<file path="src/rtl/scr1_timer_seq.sv">
// Timer compare sequencer: drives the glitch-free HI/LO/HI mtimecmp update over the timer dmem port.
// Optional miss counter output enabled by defining SCR1_TIMER_SEQ_MISS_CNT_EN.

`ifndef SCR1_DMEM_AWIDTH
`define SCR1_DMEM_AWIDTH 32
`endif
`ifndef SCR1_DMEM_DWIDTH
`define SCR1_DMEM_DWIDTH 32
`endif

package scr1_timer_seq_pkg;
    typedef enum logic [1:0] {
        SCR1_MEM_WIDTH_BYTE  = 2'b00,
        SCR1_MEM_WIDTH_HWORD = 2'b01,
        SCR1_MEM_WIDTH_WORD  = 2'b10,
        SCR1_MEM_WIDTH_ERROR = 2'b11
    } type_scr1_mem_width_e;

    localparam logic       SCR1_MEM_CMD_RD        = 1'b0;
    localparam logic       SCR1_MEM_CMD_WR        = 1'b1;
    localparam logic [1:0] SCR1_MEM_RESP_NOTRDY   = 2'b00;
    localparam logic [1:0] SCR1_MEM_RESP_RDY_OK   = 2'b01;
    localparam logic [1:0] SCR1_MEM_RESP_RDY_ER   = 2'b10;

    localparam logic [1:0] OP_ABS      = 2'b00;
    localparam logic [1:0] OP_REL      = 2'b01;
    localparam logic [1:0] OP_STOP     = 2'b10;
    localparam logic [1:0] OP_PERIODIC = 2'b11;
endpackage

module scr1_timer_seq
    import scr1_timer_seq_pkg::*;
#(
    parameter logic [31:0] TMR_BASE     = 32'hF004_0000,
    parameter int unsigned RESP_TIMEOUT = 15
) (
    input  logic                             clk,
    input  logic                             rst_n,
    input  logic                             cmd_valid,
    output logic                             cmd_ready,
    input  logic [1:0]                       cmd_op,
    input  logic [63:0]                      cmd_data,
    input  logic [63:0]                      timer_val,
    input  logic                             timer_irq,
    output logic                             tmr_req,
    output logic                             tmr_cmd,
    output type_scr1_mem_width_e             tmr_width,
    output logic [`SCR1_DMEM_AWIDTH-1:0]     tmr_addr,
    output logic [`SCR1_DMEM_DWIDTH-1:0]     tmr_wdata,
    input  logic                             tmr_req_ack,
    input  logic [1:0]                       tmr_resp,
    output logic                             busy,
    output logic                             err,
    output logic                             periodic,
    output logic [31:0]                      tick_cnt
`ifdef SCR1_TIMER_SEQ_MISS_CNT_EN
   ,output logic [15:0]                      miss_cnt
`endif
);

    // state  | meaning
    // IDLE   | waiting for a command or a periodic reload
    // ISSUE  | tmr_req asserted for the current step until acked
    // WAIT   | waiting for the slave response of the current step
    typedef enum logic [1:0] {
        ST_IDLE  = 2'd0,
        ST_ISSUE = 2'd1,
        ST_WAIT  = 2'd2
    } state_e;

    localparam int AW = `SCR1_DMEM_AWIDTH;
    localparam int DW = `SCR1_DMEM_DWIDTH;
    localparam logic [AW-1:0] ADDR_LO  = AW'(TMR_BASE + 32'h10);
    localparam logic [AW-1:0] ADDR_HI  = AW'(TMR_BASE + 32'h14);
    localparam logic [7:0]    TMO_LAST = 8'(RESP_TIMEOUT - 1);

    state_e      state, state_nxt;
    logic [1:0]  step;
    logic [63:0] cmp_shadow;
    logic [63:0] period;
    logic [7:0]  tmo_cnt;
    logic        is_reload;

    logic        reload_cond;
    logic        accept;
    logic        start_reload;
    logic        start_cmd;
    logic        step_inc;
    logic        seq_done;
    logic        seq_fail;
    logic        resp_bad;
    logic [63:0] target;
    logic [63:0] reload_cmp;

    assign reload_cond = periodic & timer_irq;
    assign cmd_ready   = (state == ST_IDLE) & ~reload_cond;
    assign busy        = (state != ST_IDLE) | reload_cond;
    assign accept      = cmd_valid & cmd_ready;
    assign target      = (cmd_op == OP_ABS) ? cmd_data : timer_val + cmd_data;
    assign reload_cmp  = cmp_shadow + period;
    // Any response that is neither NOTRDY nor OK is treated as a slave error.
    assign resp_bad    = (tmr_resp != SCR1_MEM_RESP_RDY_OK) & (tmr_resp != SCR1_MEM_RESP_NOTRDY);

    always_comb begin
        state_nxt    = state;
        start_reload = 1'b0;
        start_cmd    = 1'b0;
        step_inc     = 1'b0;
        seq_done     = 1'b0;
        seq_fail     = 1'b0;
        case (state)
            ST_IDLE: begin
                if (reload_cond) begin
                    start_reload = 1'b1;
                    state_nxt    = ST_ISSUE;
                end else if (accept && (cmd_op != OP_STOP)) begin
                    start_cmd = 1'b1;
                    state_nxt = ST_ISSUE;
                end
            end
            ST_ISSUE: begin
                if (tmr_req_ack) state_nxt = ST_WAIT;
            end
            ST_WAIT: begin
                if (tmr_resp == SCR1_MEM_RESP_RDY_OK) begin
                    if (step == 2'd2) begin
                        seq_done  = 1'b1;
                        state_nxt = ST_IDLE;
                    end else begin
                        step_inc  = 1'b1;
                        state_nxt = ST_ISSUE;
                    end
                end else if (resp_bad || (tmo_cnt == TMO_LAST)) begin
                    seq_fail  = 1'b1;
                    state_nxt = ST_IDLE;
                end
            end
            default: state_nxt = ST_IDLE;
        endcase
    end

    always_comb begin
        tmr_req   = (state == ST_ISSUE);
        tmr_cmd   = tmr_req ? SCR1_MEM_CMD_WR : SCR1_MEM_CMD_RD;
        tmr_width = SCR1_MEM_WIDTH_WORD;
        tmr_addr  = '0;
        tmr_wdata = '0;
        if (tmr_req) begin
            case (step)
                2'd0: begin
                    tmr_addr  = ADDR_HI;
                    tmr_wdata = DW'(32'hFFFF_FFFF);
                end
                2'd1: begin
                    tmr_addr  = ADDR_LO;
                    tmr_wdata = DW'(cmp_shadow[31:0]);
                end
                default: begin
                    tmr_addr  = ADDR_HI;
                    tmr_wdata = DW'(cmp_shadow[63:32]);
                end
            endcase
        end
    end

    always_ff @(posedge clk or negedge rst_n) begin
        if (!rst_n) begin
            state      <= ST_IDLE;
            step       <= 2'd0;
            cmp_shadow <= '0;
            period     <= '0;
            tmo_cnt    <= '0;
            is_reload  <= 1'b0;
            err        <= 1'b0;
            periodic   <= 1'b0;
            tick_cnt   <= '0;
`ifdef SCR1_TIMER_SEQ_MISS_CNT_EN
            miss_cnt   <= '0;
`endif
        end else begin
            state <= state_nxt;
            if (accept) err <= 1'b0;

            if (start_reload) begin
                cmp_shadow <= reload_cmp;
                step       <= 2'd0;
                is_reload  <= 1'b1;
`ifdef SCR1_TIMER_SEQ_MISS_CNT_EN
                if ((reload_cmp <= timer_val) && (miss_cnt != 16'hFFFF))
                    miss_cnt <= miss_cnt + 16'd1;
`endif
            end else if (start_cmd) begin
                cmp_shadow <= target;
                step       <= 2'd0;
                is_reload  <= 1'b0;
                if (cmd_op == OP_PERIODIC) begin
                    period   <= cmd_data;
                    periodic <= 1'b1;
                    tick_cnt <= '0;
`ifdef SCR1_TIMER_SEQ_MISS_CNT_EN
                    miss_cnt <= '0;
`endif
                end
            end else if (accept && (cmd_op == OP_STOP)) begin
                periodic <= 1'b0;
            end

            if ((state == ST_ISSUE) && tmr_req_ack) tmo_cnt <= '0;
            else if (state == ST_WAIT)              tmo_cnt <= tmo_cnt + 8'd1;

            if (step_inc) step <= step + 2'd1;
            if (seq_done && is_reload) tick_cnt <= tick_cnt + 32'd1;
            if (seq_fail) begin
                err      <= 1'b1;
                periodic <= 1'b0;
            end
        end
    end

endmodule

</file>
<file path="config.mk">
export PLATFORM = sky130hd
export DESIGN_NAME = scr1_timer_seq
export DESIGN_NICKNAME = d
export VERILOG_FILES = /design/src/rtl/scr1_timer_seq.sv
export SDC_FILE = /design/constraint.sdc
export NUM_CORES = 1
export LEC_CHECK = 0
export BUFFER_PORTS_ARGS = -buffer_cell sky130_fd_sc_hd__buf_2
export CAP_MARGIN = 40
export CELL_PAD_IN_SITES_DETAIL_PLACEMENT = 1
export CELL_PAD_IN_SITES_GLOBAL_PLACEMENT = 1
export CORE_ASPECT_RATIO = 1.5
export CORE_MARGIN = 4
export CORE_UTILIZATION = 39
export DETAILED_ROUTE_END_ITERATION = 16
export PLACE_DENSITY = 0.85
export RECOVER_POWER = 50
export SYNTH_ARGS = -nofsm -noshare
export SYNTH_HDL_FRONTEND = slang
export SYNTH_SLANG_ARGS = --single-unit
</file>
<file path="constraint.sdc">
create_clock -name clk -period 4.3 [get_ports clk]
set_input_delay 0.645 -clock clk [delete_from_list [all_inputs] [get_ports clk]]
set_output_delay 0.645 -clock clk [all_outputs]
set_load 0.01 [all_outputs]
</file>
==> impl_metrics.env <==
export IMPL_status="finished with violations"
export IMPL_violations="max-capacitance violations, max-slew violations"
export IMPL_min_period_ns=4.00
export IMPL_drtIter0Drc=924
export IMPL_start_util=0.395
export IMPL_drc_errors=0
export IMPL_yosysTopAreaCellShare=0.270
export IMPL_numPortBuffers=213
export IMPL_drv_cap=5
export IMPL_num_antenna_cells=0
export IMPL_fin_nets=2544
export IMPL_hpwl_um=51000
export IMPL_root_buffer="clkbuf_16"
export IMPL_area_growth_syn_to_layout_pct=12.5
export IMPL_hold_violations=0
export IMPL_wl_met2_um=31700
export IMPL_synth_common_cells="381 x nand2_1, 191 x a21oi_1, 175 x dfrtp_1"
export IMPL_critPathCaptureType="flop"
export IMPL_overflow=0
export IMPL_stdcell_area_um2=18300
export IMPL_critical_path_class="reg -> reg"
export IMPL_drt_met1_wl_um=25000
export IMPL_ys_async_sr_fraction=1.00
export IMPL_holdWs_ns=0.430
export IMPL_slew_headroom=-0.245
export IMPL_h_tree_depth=4
export IMPL_syn_avg_cell_area_um2=7.62
export IMPL_critical_path_required_ns=4.61
export IMPL_cts_tree="built"
export IMPL_cts_resized=0
export IMPL_fin_skew_ns=0.00997
export IMPL_ir_drop_mv=0.317
export IMPL_nFillCells=5234
export IMPL_ys_ff_latch=175
export IMPL_clock_sinks=175
export IMPL_antenna_found_initial=1
export IMPL_hp_class="in -> reg"
export IMPL_grt_pass1_wl_um=100000
export IMPL_netlist_instances=2131
export IMPL_synth_distinct_cells=78
export IMPL_place_area_um2=17800
export IMPL_rows=91
export IMPL_yosysWarnings=0
export IMPL_drt_pre_antenna_iters=6
export IMPL_path_clk_slew_ns=0.07
export IMPL_fmax_ghz=0.250
export IMPL_wl_per_cell_um=22.5
export IMPL_wl_met3_um=2730
export IMPL_setup_tns_ns=0
export IMPL_tightest_slew_ns=1.87
export IMPL_dieArea_um2=45000
export IMPL_drive_gt1_frac=0.125
export IMPL_cp_arrival_ns=4.31
export IMPL_antenna_left=0
export IMPL_core_area_um2=41100
export IMPL_clock_path_buffers=2
export IMPL_p_leak_uw=0.00834
export IMPL_grt_max_degree=78
export IMPL_vias=17100
export IMPL_synth_area_um2=16200
export IMPL_routed_via_density=6.02
export IMPL_clk_latency_ns=0.46
export IMPL_routabilityCongestion=0.961
export IMPL_synth_top_cell_by_area="dfrtp_1"
export IMPL_slew_viol_final=184
export IMPL_setup_viol=0
export IMPL_hold_buffers=0
export IMPL_synth_edf_count=0
export IMPL_grt_setup_unrepaired="no"
export IMPL_track_usage=0.277
export IMPL_fin_crit_sh=0.931
export IMPL_dieHeight_um=258
export IMPL_top_layer="met5"
export IMPL_postCtsSetupBuffers=0
export IMPL_ios=241
export IMPL_synth_ff_type="dfrtp_1"
export IMPL_yosysSeqAreaShare=0.270
export IMPL_routed_wl_um=64100
export IMPL_synth_top_cells_by_area="dfrtp_1 27%, ha_1 10%, nand2_1 8.8%"
export IMPL_start_kind="flop"
export IMPL_die_w_um=175
export IMPL_first_global_vias=18200
export IMPL_synth_most_common_cell="nand2_1"
export IMPL_powerDensity_nw_per_um2=738
export IMPL_cts_buffers=17
export IMPL_cp_max_fo=3
metrics by stage:
step / util / total power (µW) / instances / worst slack, ns
after floorplan: - / 9010 / 2156 / 0.948
after global routing: 0.445 / 14500 / 2844 / 0.125
after global placement: 0.432 / 11500 / 2810 / 0.210
after CTS: 0.447 / 13400 / 2844 / 0.336
final: 0.445 / 13500 / 2844 / 0.295
after detailed placement: 0.433 / 11800 / 2812 / 0.133
worst paths after layout:
| kind | start | endpoint | slack [ns] | cells past startpoint |
|---|---|---|---|---|
| hold reg to reg | period[27] | period[27] | 0.49 | 2 |
| hold / removal | cmd_data[29] | period[29] | 0.43 | 3 |
| min in group asynchronous | rst_n | period[8] | 0.57 | 1 |
| max in group asynchronous | rst_n | cmp_shadow[54] | 1.26 | 2 |
| setup / recovery | cmp_shadow[0] | cmp_shadow[60] | 0.30 | 13 |
| setup reg to reg | cmp_shadow[0] | cmp_shadow[60] | 0.30 | 13 |
cell type report:
type	instances	area (µm²)	share of cell area
multi-input cells	1789	11100	0.609
flip-flops and latches	175	4380	0.240
repair buffers	251	1350	0.0739
well taps	558	698	0.0382
clock buffers	21	460	0.0252
inverters	39	146	0.00801
clock inverters	11	109	0.00596
routing by layer:
layer / global-route usage / up-vias
met5: 0 / -
met4: 0.182 / 2
met3: 0.0306 / 211
met2: 0.491 / 559
met1: 0.313 / 8409
li1: - / 7944
flip-flops by register name, indices dropped and copies added, names as in the netlist:
signal	count
tick_cnt	32
periodic	1
step	2
err	1
is_reload	1
cmp_shadow	64
state	2
period	64
tmo_cnt	8
cells by family after synthesis:
kind of cell,after synthesis,share of synthesized area
compound gates,706,0.282
xor+xnor,119,0.0642
other cells,2,0.000462
mux,13,0.00832
simple gates,790,0.219
buf+inv,192,0.0527
fa+ha+maj,134,0.104
flops,175,0.270
placed cells by master (no fill, tap or decap), types with 10 or more instances in the layout:
cell and instances:
nand2_1 381, a21oi_1 190, buf_2 183, dfrtp_1 175, nor2_1 148, o21ai_0 144
ha_1 131, xnor2_1 71, a21o_1 68, o211ai_1 62, a211oi_1 58, nand4_1 55
nor2b_1 48, xor2_1 48, nand3_1 45, inv_1 39, clkbuf_1 35, buf_4 30
nor3_1 27, conb_1 27, o21bai_1 25, a31oi_1 20, and3_1 18, o31ai_1 17
clkbuf_16 17, o22ai_1 15, nand2b_1 14, and2_1 11, nor4_1 10
report_power, final:
part	switching, µW	internal [µW]	leakage [µW]
Clock	721	834	0.000278
Sequential	766	2290	0.00219
Combinational	5530	3340	0.00587
worst max-delay path, cell delays in order (launching register included):
cell      delay [ns]
dfrtp_1         0.41
ha_1            0.26
fa_1            0.42
a21o_1          0.23
a31o_2          0.26
a21oi_1         0.34
o31ai_1         0.13
a21oi_1         0.27
nand4_1         0.21
a31o_2          0.29
a211oi_2        0.37
o31ai_1         0.22
o31ai_1         0.34
a311oi_1        0.11
Note: power is estimated with default switching activity, not from simulation.
